### src/rtl/ram_access_ctrl.sv
// CPU-side initiator for the 256x8 RAM: turns a req/ack transaction into the
// RAM's address phase and write-strobe or read-capture data phase.
module ram_access_ctrl #(
    parameter int unsigned READ_WAIT = 0
) (
    input  logic       clk,
    input  logic       rst_n,
    input  logic       req,
    input  logic       we,
    input  logic [7:0] addr,
    input  logic [7:0] wdata,
    input  logic       man_mode,
    output logic       ack,
    output logic       busy,
    output logic [7:0] rdata,
    output logic [7:0] bus_out,
    input  logic [7:0] ram_bus_in,
    output logic       A_D,
    output logic       CU_in,
    output logic       ST,
    output logic       WR,
    output logic       RD,
    output logic       MW
);

    typedef enum logic [2:0] {
        S_IDLE  = 3'd0,
        S_ADDR  = 3'd1,
        S_WRITE = 3'd2,
        S_READ  = 3'd3,
        S_DONE  = 3'd4
    } state_t;

    localparam logic [2:0] W_READ_WAIT = 3'(READ_WAIT);

    state_t     r_state;
    state_t     w_next;
    logic       w_accept;
    logic       w_capture;
    logic       r_we;
    logic [7:0] r_wdata;
    logic [2:0] r_cnt;

    logic       w_ack, w_busy, w_a_d, w_cu_in, w_st, w_wr, w_rd, w_mw;
    logic [7:0] w_bus;
    logic       r_ack, r_busy, r_a_d, r_cu_in, r_st, r_wr, r_rd, r_mw;
    logic [7:0] r_bus;
    logic [7:0] r_rdata;

    // Next-state decode; manual mode outranks a pending request in IDLE.
    always_comb begin
        w_next    = r_state;
        w_accept  = 1'b0;
        w_capture = 1'b0;
        case (r_state)
            S_IDLE: begin
                if (req && !man_mode) begin
                    w_next   = S_ADDR;
                    w_accept = 1'b1;
                end else begin
                    w_next = S_IDLE;
                end
            end
            S_ADDR:  w_next = r_we ? S_WRITE : S_READ;
            S_WRITE: w_next = S_DONE;
            S_READ: begin
                if (r_cnt == 3'd0) begin
                    w_next    = S_DONE;
                    w_capture = 1'b1;
                end else begin
                    w_next = S_READ;
                end
            end
            S_DONE:  w_next = S_IDLE;
            default: w_next = S_IDLE;
        endcase
    end

    // Output values for the coming state, registered so they hold the whole cycle.
    always_comb begin
        w_ack   = 1'b0;
        w_busy  = 1'b1;
        w_a_d   = 1'b0;
        w_cu_in = 1'b0;
        w_st    = 1'b0;
        w_wr    = 1'b0;
        w_rd    = 1'b0;
        w_mw    = 1'b0;
        w_bus   = 8'h00;
        case (w_next)
            S_IDLE: begin
                w_busy = 1'b0;
                w_mw   = man_mode;
            end
            S_ADDR: begin
                w_a_d   = 1'b1;
                w_cu_in = 1'b1;
                w_bus   = addr;
            end
            S_WRITE: begin
                w_st  = 1'b1;
                w_wr  = 1'b1;
                w_bus = r_wdata;
            end
            S_READ:  w_rd  = 1'b1;
            S_DONE:  w_ack = 1'b1;
            default: w_busy = 1'b0;
        endcase
    end

    // State, request latches, wait counter and read capture.
    always_ff @(posedge clk or negedge rst_n) begin
        if (!rst_n) begin
            r_state <= S_IDLE;
            r_we    <= 1'b0;
            r_wdata <= 8'h00;
            r_cnt   <= 3'd0;
            r_rdata <= 8'h00;
        end else begin
            r_state <= w_next;
            if (w_accept) begin
                r_we    <= we;
                r_wdata <= wdata;
            end
            if (r_state == S_ADDR) begin
                r_cnt <= W_READ_WAIT;
            end else if (r_state == S_READ && r_cnt != 3'd0) begin
                r_cnt <= r_cnt - 3'd1;
            end
            if (w_capture) begin
                r_rdata <= ram_bus_in;
            end
        end
    end

    // Output registers; reset drops every strobe immediately.
    always_ff @(posedge clk or negedge rst_n) begin
        if (!rst_n) begin
            r_ack   <= 1'b0;
            r_busy  <= 1'b0;
            r_a_d   <= 1'b0;
            r_cu_in <= 1'b0;
            r_st    <= 1'b0;
            r_wr    <= 1'b0;
            r_rd    <= 1'b0;
            r_mw    <= 1'b0;
            r_bus   <= 8'h00;
        end else begin
            r_ack   <= w_ack;
            r_busy  <= w_busy;
            r_a_d   <= w_a_d;
            r_cu_in <= w_cu_in;
            r_st    <= w_st;
            r_wr    <= w_wr;
            r_rd    <= w_rd;
            r_mw    <= w_mw;
            r_bus   <= w_bus;
        end
    end

    assign ack     = r_ack;
    assign busy    = r_busy;
    assign rdata   = r_rdata;
    assign bus_out = r_bus;
    assign A_D     = r_a_d;
    assign CU_in   = r_cu_in;
    assign ST      = r_st;
    assign WR      = r_wr;
    assign RD      = r_rd;
    assign MW      = r_mw;

endmodule
### config.mk
export PLATFORM = sky130hd
export DESIGN_NAME = ram_access_ctrl
export DESIGN_NICKNAME = d
export VERILOG_FILES = /design/src/rtl/ram_access_ctrl.sv
export SDC_FILE = /design/constraint.sdc
export NUM_CORES = 1
export LEC_CHECK = 0
export CAP_MARGIN = 20
export CORE_ASPECT_RATIO = 0.5
export CORE_MARGIN = 5
export CORE_UTILIZATION = 39
export DETAILED_ROUTE_END_ITERATION = 8
export HOLD_SLACK_MARGIN = 0.12
export PLACE_DENSITY = 0.71
export SLEW_MARGIN = 5
export SYNTH_ARGS = -nofsm -noshare
export SYNTH_HDL_FRONTEND = slang
export SYNTH_SLANG_ARGS = --single-unit
export TNS_END_PERCENT = 10
### constraint.sdc
create_clock -name clk -period 1.55 [get_ports clk]
set_clock_uncertainty 0.15 [all_clocks]
set_input_delay 0.2325 -clock clk [delete_from_list [all_inputs] [get_ports clk]]
set_output_delay 0.2325 -clock clk [all_outputs]
set_load 0.05 [all_outputs]
==> flow_metrics.env, run 1 <==
export IMPL_design_core_area_sq_um=3550
export IMPL_worst_setup_path_type="reg -> reg"
export IMPL_globalplace_congestion=0.748
export IMPL_drive_gt1_frac=0.430
export IMPL_p_per_area_nw_per_um2=2020
export IMPL_via_per_inst=4.61
export IMPL_critPathBufInv=2
export IMPL_hold_ws_ns=0.354
export IMPL_cts_sinks=37
export IMPL_grt_start_max_net_pins=38
export IMPL_ant_nets=0
export IMPL_rsz0062_at_grt="yes"
export IMPL_n_antenna_cell=0
export IMPL_final_common_cell="dfrtp_1"
export IMPL_ys_ff_latch=37
export IMPL_grt_ovfl_total=0
export IMPL_max_slew_worst_pin_slew_ns=0.451
export IMPL_grt_pass1_vias=1100
export IMPL_syn_area_sq_um=1480
export IMPL_max_stage_delay_ns=0.36
export IMPL_numPortBuffers=52
export IMPL_dr_total_vias=1027
export IMPL_leakage_nw=1.18
export IMPL_cap_viol_max_count=0
export IMPL_relSlewSlack=0.700
export IMPL_antenna_found_initial=0
export IMPL_cts_tree="built"
export IMPL_netlist_instances=99
export IMPL_die_w_um=97.0
export IMPL_ys_seq_area_frac=0.627
export IMPL_root_buffer="clkbuf_8"
export IMPL_syn_to_final_growth_pct=73.4
export IMPL_dp_cells=211
export IMPL_slowest_stage="dfrtp_1"
export IMPL_ioPinCount=53
export IMPL_yosys_warnings=0
export IMPL_clkTransAtPathRegs_ns=0.07
export IMPL_final_cells=223
export IMPL_fill_cells=220
export IMPL_finalCriticalPeriod_ns=1.52
export IMPL_min_path_type="reg -> reg"
export IMPL_setup_violations=0
export IMPL_most_common_layout_cells="dfrtp_1, clkdlybuf4s50_1, buf_12, mux2_4, buf_4"
export IMPL_cts_buffers=5
export IMPL_syn_num_nets=130
export IMPL_worstPathCellList="inv_2 -> ha_4 -> buf_4 -> nor2b_2 -> a21o_1 -> a21o_1"
export IMPL_die_area_sq_um=5190
export IMPL_start_util=0.416
export IMPL_crit_path_max_fanout=4
export IMPL_synth_cell_types=25
export IMPL_clock_latency_ns=0.28
export IMPL_clk_path_buf_depth=2
export IMPL_dr_pass1_iters=4
export IMPL_drc=0
export IMPL_slew_violations=0
export IMPL_rows=15
export IMPL_h_tree_depth=2
export IMPL_wirelength_mm=3.57
export IMPL_hold_viol_final=0
export IMPL_nets=203
export IMPL_syn_avg_cell_area_sq_um=14.9
export IMPL_grt_usage=0.146
export IMPL_wire_per_inst_um=16.0
export IMPL_start_kind="flop"
export IMPL_drt_iter0_drc=16
export IMPL_grt_pass1_wl_mm=5.65
export IMPL_cpMostUsedCell="a21o_1"
export IMPL_fp_dieH_um=53.5
export IMPL_dp_hpwl_mm=2.67
export IMPL_endpoint_kind="flop"
export IMPL_max_freq_mhz=657
export IMPL_status="finished clean"
export IMPL_post_route_period_util=0.982
export IMPL_crit_required_ns=1.57
export IMPL_cp_top_family="compound AO/OA/AOI/OAI gates"
export IMPL_crit_arrival_ns=1.54
export IMPL_ir_worst_vdd_v=0.000690
[cell type report]
| cell class | instances | area (sq um) | area share |
|---|---|---|---|
| tap | 51 | 63.8 | 0.0249 |
| sequential | 37 | 926 | 0.362 |
| multi-input combinational | 53 | 552 | 0.216 |
| inverter | 4 | 15.0 | 0.00587 |
| clock buffer | 7 | 86.3 | 0.0337 |
| timing repair buffer | 71 | 917 | 0.358 |
[synthesized netlist by cell type (all sizes together)]
library cell / instances / area share
o41ai: 1 / 0.0059
nand3b: 2 / 0.010
o31ai: 1 / 0.0051
and3: 1 / 0.0076
a21o: 2 / 0.010
o21ai: 1 / 0.0034
nor2b: 4 / 0.017
ha: 2 / 0.017
dfrtp: 37 / 0.63
nand2b: 2 / 0.0085
o21a: 1 / 0.0051
buf: 5 / 0.025
a21oi: 2 / 0.0068
or2b: 1 / 0.0051
nor2: 4 / 0.017
inv: 4 / 0.010
nor3: 1 / 0.0034
mux2: 17 / 0.15
a22o: 9 / 0.053
o21bai: 2 / 0.010
[routing by layer]
layer | share of wire | wire [um] | vias to the layer above | global-route usage
met1 | 0.39 | 1400 | 509 | 0.158
met3 | 0.045 | 159 | 0 | 0.0434
met4 | 0 | 0 | 0 | 0.0559
met2 | 0.56 | 2000 | 30 | 0.279
met5 | 0 | 0 | - | 0
li1 | - | - | 488 | -
[per-stage QoR]
step           setup WS, ns  total power [mW]  cell area [sq um]  TNS [ns]  utilization
3_3_place_gp         -0.126              4.36               2370     -2.02        0.667
6_report             0.0279              5.16               2560         0        0.722
3_5_place_dp         -0.149              4.43               2370     -2.70        0.667
4_1_cts            -0.00387              5.17               2530  -0.00851        0.713
2_1_floorplan       0.00369              2.99               1480         0            -
5_1_grt             -0.0438              5.39               2560    -0.472        0.722
[flip-flops by register name, summed over array words and instances (netlist names)]
signal	flops
ack	1
bus_out	8
r_state	3
WR	1
MW	1
CU_in	1
busy	1
r_we	1
r_wdata	8
rdata	8
r_cnt	3
RD	1
[worst reg2reg max path, cell delays in order, from the launching register on]
cell,delay (ns)
dfrtp_1,0.36
inv_2,0.06
ha_4,0.17
buf_4,0.13
nor2b_2,0.16
a21o_1,0.20
a21o_1,0.19
[power by group]
part           internal [mW]  switching, mW  total, mW
Clock                  0.352          0.302      0.654
Combinational           1.53           1.29       2.82
Sequential              1.35          0.339       1.69
[worst paths after layout]
path	to	startpoint	slack, ns	cells after the start
setup / recovery	r_cnt[0]$_DFFE_PN0N_	r_cnt[0]$_DFFE_PN0N_	0.03	6
hold / removal	bus_out[2]$_DFF_PN0_	r_wdata[2]$_DFFE_PN0P_	0.35	1
setup reg to reg	r_cnt[0]$_DFFE_PN0N_	r_cnt[0]$_DFFE_PN0N_	0.03	6
hold reg to reg	bus_out[2]$_DFF_PN0_	r_wdata[2]$_DFFE_PN0P_	0.35	1
max in group asynchronous	rdata[0]$_DFFE_PN0P_	rst_n	0.55	3
min in group asynchronous	r_wdata[3]$_DFFE_PN0P_	rst_n	0.38	3
[repair_timing]
| action | in CTS | in global routing |
|---|---|---|
| pin swaps | 3 | 3 |
| hold endpoints to repair | 37 | 0 |
| setup endpoints to repair | 9 | 22 |
| gates resized for setup | 9 | 5 |
| setup buffers | 2 | 2 |
| hold buffers | 1 | 0 |
[kinds of logic (layout without fill, tap and decap cells)]
group,after synthesis,count (layout),synth area share
muxes,17,17,0.153
buffers and inverters,9,82,0.0347
DFF,37,37,0.627
adders and majority gates,2,2,0.0169
and+or+nand+nor,15,15,0.0686
AOI/OAI and AO/OA,19,19,0.100
(Power assumes the default switching activity.)
==> run 2: changes to the inputs <==
CORE_UTILIZATION = 40   (was 39)
PLACE_DENSITY = 0.7   (was 0.71)
SLEW_MARGIN = unset   (was 5)
clock period = 2 ns   (was 1.55 ns; I/O delays follow)
==> run 2 against run 1 <==
Against the previous run:
- via count shrank 7.9%
- register-to-register slack better by 0.26 ns
- core utilization shrank 11 points
- wire length decreased by 19%
==> flow_metrics.env, run 2 (synthesis gave the netlist of run 1 again) <==
export IMPL_max_slew_worst_pin_slew_ns=0.794
export IMPL_ioPinCount=53
export IMPL_finalCriticalPeriod_ns=1.88
export IMPL_dr_wl_met3_um=173
export IMPL_design_core_area_sq_um=3490
export IMPL_postCtsHoldBufs=1
export IMPL_critPathBufInv=1
export IMPL_grt_ovfl_total=0
export IMPL_grt_pass1_wl_mm=4.54
export IMPL_reg2reg_depth=5
export IMPL_max_freq_mhz=531
export IMPL_min_path_cells=1
export IMPL_power_mw=3.35
export IMPL_ir_worst_vdd_v=0.000543
export IMPL_dr_pass1_iters=4
export IMPL_most_common_layout_cells="clkdlybuf4s50_1, dfrtp_1, a22o_1, mux2_4, mux2_2"
export IMPL_crit_arrival_ns=1.43
export IMPL_die_area_sq_um=5080
export IMPL_slew_violations=0
export IMPL_endpoint_kind="primary output"
export IMPL_drc=0
export IMPL_rows=15
export IMPL_r2r_end="rdata[2]$_DFFE_PN0P_"
export IMPL_timing_rr_start="r_cnt[1]$_DFFE_PN0N_"
export IMPL_met1Wirelength_mm=1.26
export IMPL_min_path_type="reg -> reg"
export IMPL_clkTransAtPathRegs_ns=0.07
export IMPL_h_tree_depth=2
export IMPL_relSlewSlack=0.471
export IMPL_n_antenna_cell=0
export IMPL_met2_length_mm=1.44
export IMPL_drive_gt1_frac=0.192
export IMPL_p_per_area_nw_per_um2=1570
export IMPL_via_per_inst=4.57
export IMPL_r2r_slack_ns=0.29
export IMPL_cp_top_family="buffers and inverters"
export IMPL_die_w_um=95.9
export IMPL_routed_top_layer="met4"
export IMPL_numPortBuffers=52
export IMPL_grt_start_max_net_pins=38
export IMPL_antenna_found_initial=0
export IMPL_cts_tree="built"
export IMPL_crit_path_max_fanout=2
export IMPL_nets=186
export IMPL_wire_per_inst_um=14.0
export IMPL_slowest_stage="clkdlybuf4s50_1"
export IMPL_root_buffer="clkbuf_8"
export IMPL_rsz0062_at_grt="no"
export IMPL_hold_end="rdata[0]$_DFFE_PN0P_"
export IMPL_fp_dieH_um=53.0
export IMPL_utilization=0.611
export IMPL_max_stage_delay_ns=0.81
export IMPL_ant_nets=0
export IMPL_dp_hpwl_mm=2.14
export IMPL_hp_start="rdata[0]$_DFFE_PN0P_"
export IMPL_hold_ws_ns=0.358
export IMPL_cts_buffers=5
export IMPL_clk_path_buf_depth=2
export IMPL_syn_to_final_growth_pct=44.5
export IMPL_clock_latency_ns=0.28
export IMPL_start_kind="flop"
export IMPL_cts_sinks=37
export IMPL_final_common_cell="clkdlybuf4s50_1"
export IMPL_globalplace_congestion=0.697
export IMPL_post_cts_buffers=0
export IMPL_wirelength_mm=2.89
export IMPL_cap_viol_max_count=0
export IMPL_grt_usage=0.121
export IMPL_status="finished clean"
export IMPL_tns_ns=0
export IMPL_start_util=0.423
export IMPL_crit_required_ns=1.55
export IMPL_worstPathCellList="clkdlybuf4s50_1"
export IMPL_cts_resized=0
export IMPL_hold_viol_final=0
export IMPL_worst_setup_path_type="reg -> out"
export IMPL_grt_pass1_vias=982
export IMPL_leakage_nw=0.948
export IMPL_dr_total_vias=946
export IMPL_drt_iter0_drc=18
export IMPL_setup_violations=0
export IMPL_post_route_period_util=0.941
==> run 2: cell count changes in the layout (fill, tap and decap cells not counted), sizes merged <==
cell           delta
buf              -41
clkinv            +2
clkdlybuf4s50    +24
clkbuf            -1
==> run 2: power breakdown <==
group	switching (mW)	internal (mW)	total (mW)	leakage (nW)
sequential	0.159	1.04	1.20	0.468
combinational	0.947	0.670	1.62	0.429
clock	0.252	0.279	0.531	0.0512
==> run 2: worst reg2reg max path: stages, from the launching register on <==
cell	delay (ns)
dfrtp_1	0.40
inv_1	0.08
ha_1	0.21
nand2b_1	0.14
nor2_4	0.25
mux2_2	0.37
==> run 2: metrics by stage <==
step	instances	area [sq um]	setup slack [ns]
after floorplan	99	1480	0.424
after global placement	198	2030	0.214
after detailed placement	198	2030	0.178
after CTS	207	2130	0.0993
after global routing	207	2130	0.0707
final	207	2130	0.117
==> run 2: final cells by class <==
type                    instances  area, sq um
repair buffers                 54          533
fillers                       290         1360
flip-flops and latches         37          926
clock inverters                 2         13.8
well taps                      51         63.8
multi-input cells              53          499
inverters                       4         15.0
clock buffers                   6         82.6
==> run 2: worst max-delay path by stage <==
stage / startpoint / endpoint / slack (ns) / depth (start not counted)
floorplan: r_cnt[0]$_DFFE_PN0N_ / rdata[0]$_DFFE_PN0P_ / 0.42 / 5
global placement: man_mode / r_wdata[6]$_DFFE_PN0P_ / 0.21 / 4
detailed placement: man_mode / r_wdata[2]$_DFFE_PN0P_ / 0.18 / 4
CTS: CU_in$_DFF_PN0_ / CU_in / 0.1 / 1
global route: rdata[6]$_DFFE_PN0P_ / rdata[6] / 0.07 / 1
finish: WR$_DFF_PN0_ / ST / 0.12 / 1
==> run 2: routing by layer <==
layer | up-vias | global-route usage
met5 | - | 0
met4 | 0 | 0.0425
met3 | 2 | 0.0426
met2 | 29 | 0.207
met1 | 457 | 0.143
li1 | 458 | -
